--- config.mk ---
export PLATFORM = sky130hd
export DESIGN_NAME = regfile_write_arbiter
export DESIGN_NICKNAME = d
export VERILOG_FILES = /design/src/rtl/regfile_write_arbiter_pkg.sv /design/src/rtl/regfile_write_arbiter_rr_pick.sv /design/src/rtl/regfile_write_arbiter.sv
export SDC_FILE = /design/constraint.sdc
export NUM_CORES = 1
export LEC_CHECK = 0
export CAP_MARGIN = 20
export CELL_PAD_IN_SITES_DETAIL_PLACEMENT = 1
export CELL_PAD_IN_SITES_GLOBAL_PLACEMENT = 1
export CORE_MARGIN = 2
export CORE_UTILIZATION = 30
export CTS_CLUSTER_DIAMETER = 100
export DETAILED_ROUTE_END_ITERATION = 12
export GPL_TIMING_DRIVEN = 0
export HOLD_SLACK_MARGIN = 0.15
export PLACE_DENSITY_LB_ADDON = 0.1
export SLEW_MARGIN = 20
export SYNTH_ARGS = -nofsm -noshare
export SYNTH_HDL_FRONTEND = slang
export SYNTH_HIERARCHICAL = 1
export SYNTH_SLANG_ARGS = --single-unit
--- constraint.sdc ---
create_clock -name clk -period 7.85 [get_ports clk]
set_input_delay 1.1775 -clock clk [delete_from_list [all_inputs] [get_ports clk]]
set_output_delay 1.1775 -clock clk [all_outputs]
set_load 0.03 [all_outputs]
--- src/rtl/regfile_write_arbiter_pkg.sv ---
// -----------------------------------------------------------------------------
// regfile_write_arbiter_pkg
//   Shared definitions for the register-file write-port arbiter:
//   - state_t        : arbiter FSM encoding (IDLE / OWNED)
//   - DEF_SEL_W      : default register select width
//   - DEF_DATA_W     : default register data width
//   - rr_next()      : round-robin successor index, wrapping at nreq
// -----------------------------------------------------------------------------
`timescale 1ns/1ps

package regfile_write_arbiter_pkg;

    typedef enum logic {
        IDLE  = 1'b0,
        OWNED = 1'b1
    } state_t;

    localparam int DEF_SEL_W  = 10;
    localparam int DEF_DATA_W = 20;

    // Index that follows idx in a ring of nreq requesters.
    function automatic int unsigned rr_next(input int unsigned idx,
                                            input int unsigned nreq);
        return (idx + 1 >= nreq) ? 0 : idx + 1;
    endfunction

endpackage

--- src/rtl/regfile_write_arbiter_rr_pick.sv ---
// -----------------------------------------------------------------------------
// rr_pick
//   Combinational rotate-priority encoder. Starting at rr_ptr and walking
//   upward modulo NREQ, the first set bit of valid wins.
//
//   Ports:
//     valid  in  NREQ   request vector
//     rr_ptr in  PTR_W  index with highest priority this cycle (< NREQ)
//     grant  out NREQ   one-hot winner (all zero when nothing is valid)
//     found  out 1      a winner exists
// -----------------------------------------------------------------------------
`timescale 1ns/1ps

module rr_pick
    import regfile_write_arbiter_pkg::*;
#(
    parameter int NREQ  = 4,
    parameter int PTR_W = (NREQ > 1) ? $clog2(NREQ) : 1
) (
    input  logic [NREQ-1:0]  valid,
    input  logic [PTR_W-1:0] rr_ptr,
    output logic [NREQ-1:0]  grant,
    output logic             found
);

    logic [PTR_W-1:0] idx;

    always_comb begin
        // NOTE: every variable written here gets a default first, so no path
        // through the block leaves a value held and no latch is inferred.
        grant = '0;
        found = 1'b0;
        idx   = rr_ptr;
        for (int i = 0; i < NREQ; i++) begin
            if (!found && valid[idx]) begin
                grant[idx] = 1'b1;
                found      = 1'b1;
            end
            idx = PTR_W'(rr_next(32'(idx), NREQ));
        end
    end

endmodule

--- src/rtl/regfile_write_arbiter.sv ---
// -----------------------------------------------------------------------------
// regfile_write_arbiter
//   Shares the single write port (load / select / data) of a general purpose
//   register file between NREQ requesters. Round-robin arbitration with a
//   valid/ready handshake; a requester holding req_lock keeps the port for up
//   to MAX_BURST consecutive writes. A handshake in cycle N produces wr_load
//   with that requester's select/data in cycle N+1.
//
//   Ports:
//     clk        in   1            rising-edge clock
//     reset      in   1            asynchronous, active-low reset
//     req_valid  in   NREQ         per-requester write request
//     req_lock   in   NREQ         keep the port after the current write
//     req_sel    in   NREQ*SEL_W   packed selects, requester k at [k*SEL_W +: SEL_W]
//     req_data   in   NREQ*DATA_W  packed data, requester k at [k*DATA_W +: DATA_W]
//     req_ready  out  NREQ         one-hot grant (combinational)
//     wr_load    out  1            registered load strobe
//     wr_sel     out  SEL_W        registered select
//     wr_data    out  DATA_W       registered data
//     busy       out  1            high while a requester owns the port
//
//   Optional (macro REGARB_STATS_EN):
//     stall_cnt  out  NREQ*16      per-requester saturating stall-cycle count
//     grant_cnt  out  NREQ*16      per-requester saturating transfer count
// -----------------------------------------------------------------------------
`timescale 1ns/1ps

module regfile_write_arbiter
    import regfile_write_arbiter_pkg::*;
#(
    parameter int NREQ      = 4,
    parameter int SEL_W     = DEF_SEL_W,
    parameter int DATA_W    = DEF_DATA_W,
    parameter int MAX_BURST = 4
) (
    input  logic                     clk,
    input  logic                     reset,
    input  logic [NREQ-1:0]          req_valid,
    input  logic [NREQ-1:0]          req_lock,
    input  logic [NREQ*SEL_W-1:0]    req_sel,
    input  logic [NREQ*DATA_W-1:0]   req_data,
    output logic [NREQ-1:0]          req_ready,
    output logic                     wr_load,
    output logic [SEL_W-1:0]         wr_sel,
    output logic [DATA_W-1:0]        wr_data,
    output logic                     busy
`ifdef REGARB_STATS_EN
    ,
    output logic [NREQ*16-1:0]       stall_cnt,
    output logic [NREQ*16-1:0]       grant_cnt
`endif
);

    localparam int   PTR_W   = (NREQ > 1) ? $clog2(NREQ) : 1;
    localparam logic LOCK_EN = (MAX_BURST > 1);

    state_t           state;
    logic [PTR_W-1:0] rr_ptr;
    logic [PTR_W-1:0] owner;
    logic [3:0]       burst_cnt;

    logic [NREQ-1:0]  pick_grant;
    logic             pick_found;
    logic [PTR_W-1:0] win_idx;
    logic             xfer;
    logic             burst_more;

    rr_pick #(
        .NREQ  (NREQ),
        .PTR_W (PTR_W)
    ) u_rr_pick (
        .valid  (req_valid),
        .rr_ptr (rr_ptr),
        .grant  (pick_grant),
        .found  (pick_found)
    );

    // Grant logic. While reset is asserted nobody is granted, even though
    // the round-robin picker would otherwise see valid requests.
    always_comb begin
        req_ready = '0;
        win_idx   = '0;
        xfer      = 1'b0;
        if (reset) begin
            if (state == OWNED) begin
                // Only the owner may transfer; everybody else is stalled.
                win_idx = owner;
                xfer    = req_valid[owner];
                if (req_valid[owner]) begin
                    req_ready[owner] = 1'b1;
                end
            end else begin
                req_ready = pick_grant;
                xfer      = pick_found;
                for (int k = 0; k < NREQ; k++) begin
                    if (pick_grant[k]) begin
                        win_idx = PTR_W'(k);
                    end
                end
            end
        end
    end

    // The owner may take another locked write only if that write would not
    // reach MAX_BURST.
    assign burst_more = req_lock[owner] && (32'(burst_cnt) + 1 < MAX_BURST);

    assign busy = (state == OWNED);

    // NOTE: sequential state uses non-blocking assignments so every register
    // samples pre-edge values, independent of statement order.
    always_ff @(posedge clk or negedge reset) begin
        if (!reset) begin
            // The output registers are cleared too, so a write captured just
            // before reset never reaches the register file.
            wr_load   <= 1'b0;
            wr_sel    <= '0;
            wr_data   <= '0;
            state     <= IDLE;
            rr_ptr    <= '0;
            owner     <= '0;
            burst_cnt <= '0;
        end else begin
            wr_load <= xfer;
            if (xfer) begin
                wr_sel  <= req_sel[win_idx*SEL_W +: SEL_W];
                wr_data <= req_data[win_idx*DATA_W +: DATA_W];
            end

            case (state)
                IDLE: begin
                    if (xfer) begin
                        rr_ptr <= PTR_W'(rr_next(32'(win_idx), NREQ));
                        if (LOCK_EN && req_lock[win_idx]) begin
                            state     <= OWNED;
                            owner     <= win_idx;
                            burst_cnt <= 4'd1;
                        end
                    end
                end
                OWNED: begin
                    // rr_ptr already points at owner+1 and is left alone so
                    // rotation resumes fairly after the burst.
                    if (xfer && burst_more) begin
                        burst_cnt <= burst_cnt + 4'd1;
                    end else begin
                        // Burst finished, lock dropped, or owner withdrew.
                        state     <= IDLE;
                        burst_cnt <= '0;
                    end
                end
                default: begin
                    state     <= IDLE;
                    burst_cnt <= '0;
                end
            endcase
        end
    end

`ifdef REGARB_STATS_EN
    always_ff @(posedge clk or negedge reset) begin
        if (!reset) begin
            stall_cnt <= '0;
            grant_cnt <= '0;
        end else begin
            for (int k = 0; k < NREQ; k++) begin
                if (req_valid[k] && !req_ready[k] &&
                    stall_cnt[k*16 +: 16] != 16'hFFFF) begin
                    stall_cnt[k*16 +: 16] <= stall_cnt[k*16 +: 16] + 16'd1;
                end
                if (req_ready[k] && grant_cnt[k*16 +: 16] != 16'hFFFF) begin
                    grant_cnt[k*16 +: 16] <= grant_cnt[k*16 +: 16] + 16'd1;
                end
            end
        end
    end
`endif

endmodule

==> flow_metrics.env <==
export IMPL_clock_sinks=40
export IMPL_cts_hold_buf=0
export IMPL_viasPerCell=5.039
export IMPL_slowest_stage="clkdlybuf4s50_1"
export IMPL_vias=3502
export IMPL_cts_resized=0
export IMPL_drtIter0Drc=84
export IMPL_seqCellArea_um2=1001
export IMPL_hpwl_um=9201
export IMPL_diodes=0
export IMPL_postSynthNetCount=524
export IMPL_grt_pass1_vias=3571
export IMPL_multiInputGateArea_um2=1967
export IMPL_drc=0
export IMPL_final_max_slew_violation_count=0
export IMPL_syn_inst=385
export IMPL_ys_ff_latch=40
export IMPL_status="completed"
export IMPL_slew_headroom_pct=58.44
export IMPL_syn2layout_area_growth_pct=62.40
export IMPL_worst_path_buf_inv=2
export IMPL_hold_path_class="flop to flop"
export IMPL_num_rows=37
export IMPL_track_usage_pct=20.89
export IMPL_holdWs_ps=480.9
export IMPL_layout_commonest_cell="clkdlybuf4s50_1"
export IMPL_fin_util_pct=49.55
export IMPL_max_slew_worst_pin_slew_ps=623.4
export IMPL_clock_skew_ps=5.431
export IMPL_finalPower_mw=1.892
export IMPL_overflow=0
export IMPL_worstHoldEndpoint="wr_sel[1]"
export IMPL_dp_slack_ps=2847
export IMPL_worstSetupPathType="primary input to output pin"
export IMPL_finalHoldViolCount=0
export IMPL_stdcell_area_um2=5070
export IMPL_synth_edf_count=0
export IMPL_layout_setup_ws_ps=2853
export IMPL_ir_drop_mv=0.1374
export IMPL_worstHoldStart="wr_sel[1]"
export IMPL_powerDensity_nw_per_um2=373.2
export IMPL_rr_endpoint="wr_data[2]"
export IMPL_gp_congestion=0.8023
export IMPL_r2r_start="rr_ptr[1]"
export IMPL_initial_core_util_pct=30.51
export IMPL_netlist_area_um2=3122
export IMPL_port_buffers=165
export IMPL_finalCriticalPeriod_ps=4997
export IMPL_fin_tns_setup_ps=0
export IMPL_stdcell_count=695
export IMPL_critPathMaxStageDelay_ps=680
export IMPL_path_cells="clkdlybuf4s50_1 > mux4_2 > or2b_1 > a21oi_2 > a221o_2 > nand2_1 > a21oi_1 > clkdlybuf4s50_1"
export IMPL_setup_viol=0
export IMPL_rrSetupSlack_ps=3880
export IMPL_tritoncts="built"
export IMPL_cts_clk_slew_worst_paths_ps=90
export IMPL_wl_um=11710
export IMPL_crit_start="req_valid[0]"
export IMPL_grt_setup_unrepaired="false"
export IMPL_worstPathArrival_ps=3820
export IMPL_yosys_warnings=6
export IMPL_fp_dieW_um=106.0
export IMPL_yosysSeqAreaShare_pct=32.06
export IMPL_synthDistinctLibCells=43
export IMPL_postCtsSetupRepairBufs=0
export IMPL_cts_buffers=5
export IMPL_dp_cells=687
export IMPL_synthArstFlopShare_pct=100.0
export IMPL_wl_per_cell_um=16.85
export IMPL_die_area_um2=11240
export IMPL_critPathTopFamily="buffers and inverters"
export IMPL_cellLeakagePower_nw=2.105
export IMPL_final_cell_mix="clkdlybuf4s50_1, nand2_1, dfrtp_1, a211oi_1"
export IMPL_cp_start_kind="primary input"
export IMPL_core_um2=10230
export IMPL_grt_antenna_before_repair=0
export IMPL_grt_start_max_net_pins=26
export IMPL_drive_above_1_share_pct=6.261
export IMPL_final_period_utilization_pct=63.66
export IMPL_worst_path_most_repeated_cell="clkdlybuf4s50_1"
export IMPL_clock_fmax_mhz=200.1
export IMPL_post_dp_cell_area_um2=4959
export IMPL_required_ps=6670
export IMPL_synthFlopType="dfrtp_1"
export IMPL_cts_root_buf="clkbuf_8"
export IMPL_hold_depth=2
export IMPL_cts_buffer_depth=2
export IMPL_cap_violations=0
export IMPL_ios=166
export IMPL_cts_htree_levels=2
export IMPL_r2r_cells=12
export IMPL_final_fill_count=1238
export IMPL_die_height_um=106.0
export IMPL_dr_pass1_iters=4
export IMPL_crit_fanout=7
export IMPL_avgSynthCellArea_um2=8.108
export IMPL_layout_nets=697
export IMPL_ant_nets=0
export IMPL_grt_pass1_wl_um=18700
export IMPL_cp_end_kind="output pin"
export IMPL_clock_latency_ps=300
## how the worst max path moves through the flow
stage,to,slack (ps),depth (start not counted)
finish,req_ready[2],2850,8
global route,req_ready[3],2740,8
CTS,req_ready[2],2850,8
detailed placement,req_ready[2],2850,8
global placement,req_ready[0],2150,5
floorplan,req_ready[2],3840,6
## worst min-delay path, stage by stage, from the launching register on
cell and delay, ps:
dfrtp_1 350, nand2_1 50, o31ai_1 50
## where the power goes
| group | total [mW] | internal [mW] | switching [mW] |
|---|---|---|---|
| Combinational | 1.35 | 0.559 | 0.791 |
| Clock | 0.175 | 0.0942 | 0.0813 |
| Sequential | 0.367 | 0.305 | 0.0623 |
| Total | 1.89 | 0.958 | 0.934 |
## cell type report
class                   instances  area share (%)
flip-flops and latches         40           19.74
repair buffers                166           32.87
clock buffers                   5           1.357
clock inverters                 3          0.8391
plain buffers                  30           2.591
well taps                     136           3.356
inverters                       6          0.4442
multi-input cells             309           38.80
## registers in the layout, indices dropped and copies added, names as in the netlist
name,count
burst_cnt,4
rr_ptr,2
wr_load,1
wr_data,20
busy,1
wr_sel,10
owner,2
## per-layer routing
| layer | part of all wire, % | wire length, um | GRT usage [%] |
|---|---|---|---|
| met4 | 1.6 | 187 | 5.451 |
| met2 | 51 | 5950 | 37.83 |
| met3 | 4.8 | 562 | 3.311 |
| met5 | 0 | 0 | 0 |
| met1 | 43 | 5008 | 25.72 |
## Yosys cell counts (6+ instances only)
library cell,count,area share (%)
o21ai_0,7,1.1
buf_2,9,1.4
and3_1,31,6.2
dfrtp_1,40,32
and2_1,31,6.2
nand2_1,110,13
o31ai_1,30,7.2
clkbuf_1,17,2.0
a211oi_1,33,7.9
ha_1,9,3.6
inv_1,6,0.72
## cell families (layout without fill, tap and decap cells)
logic type,after synthesis,count (layout),synth area share (%)
AO/OA/AOI/OAI,89,89,22.04
flip-flops,40,40,32.06
adder cells (fa/ha/maj),9,9,3.607
XOR/XNOR,1,1,0.2806
multiplexers,10,10,5.771
buffers and inverters,36,210,4.930
AND/OR/NAND/NOR,200,200,31.30
No activity file was read; power rests on OpenSTA's default activity.
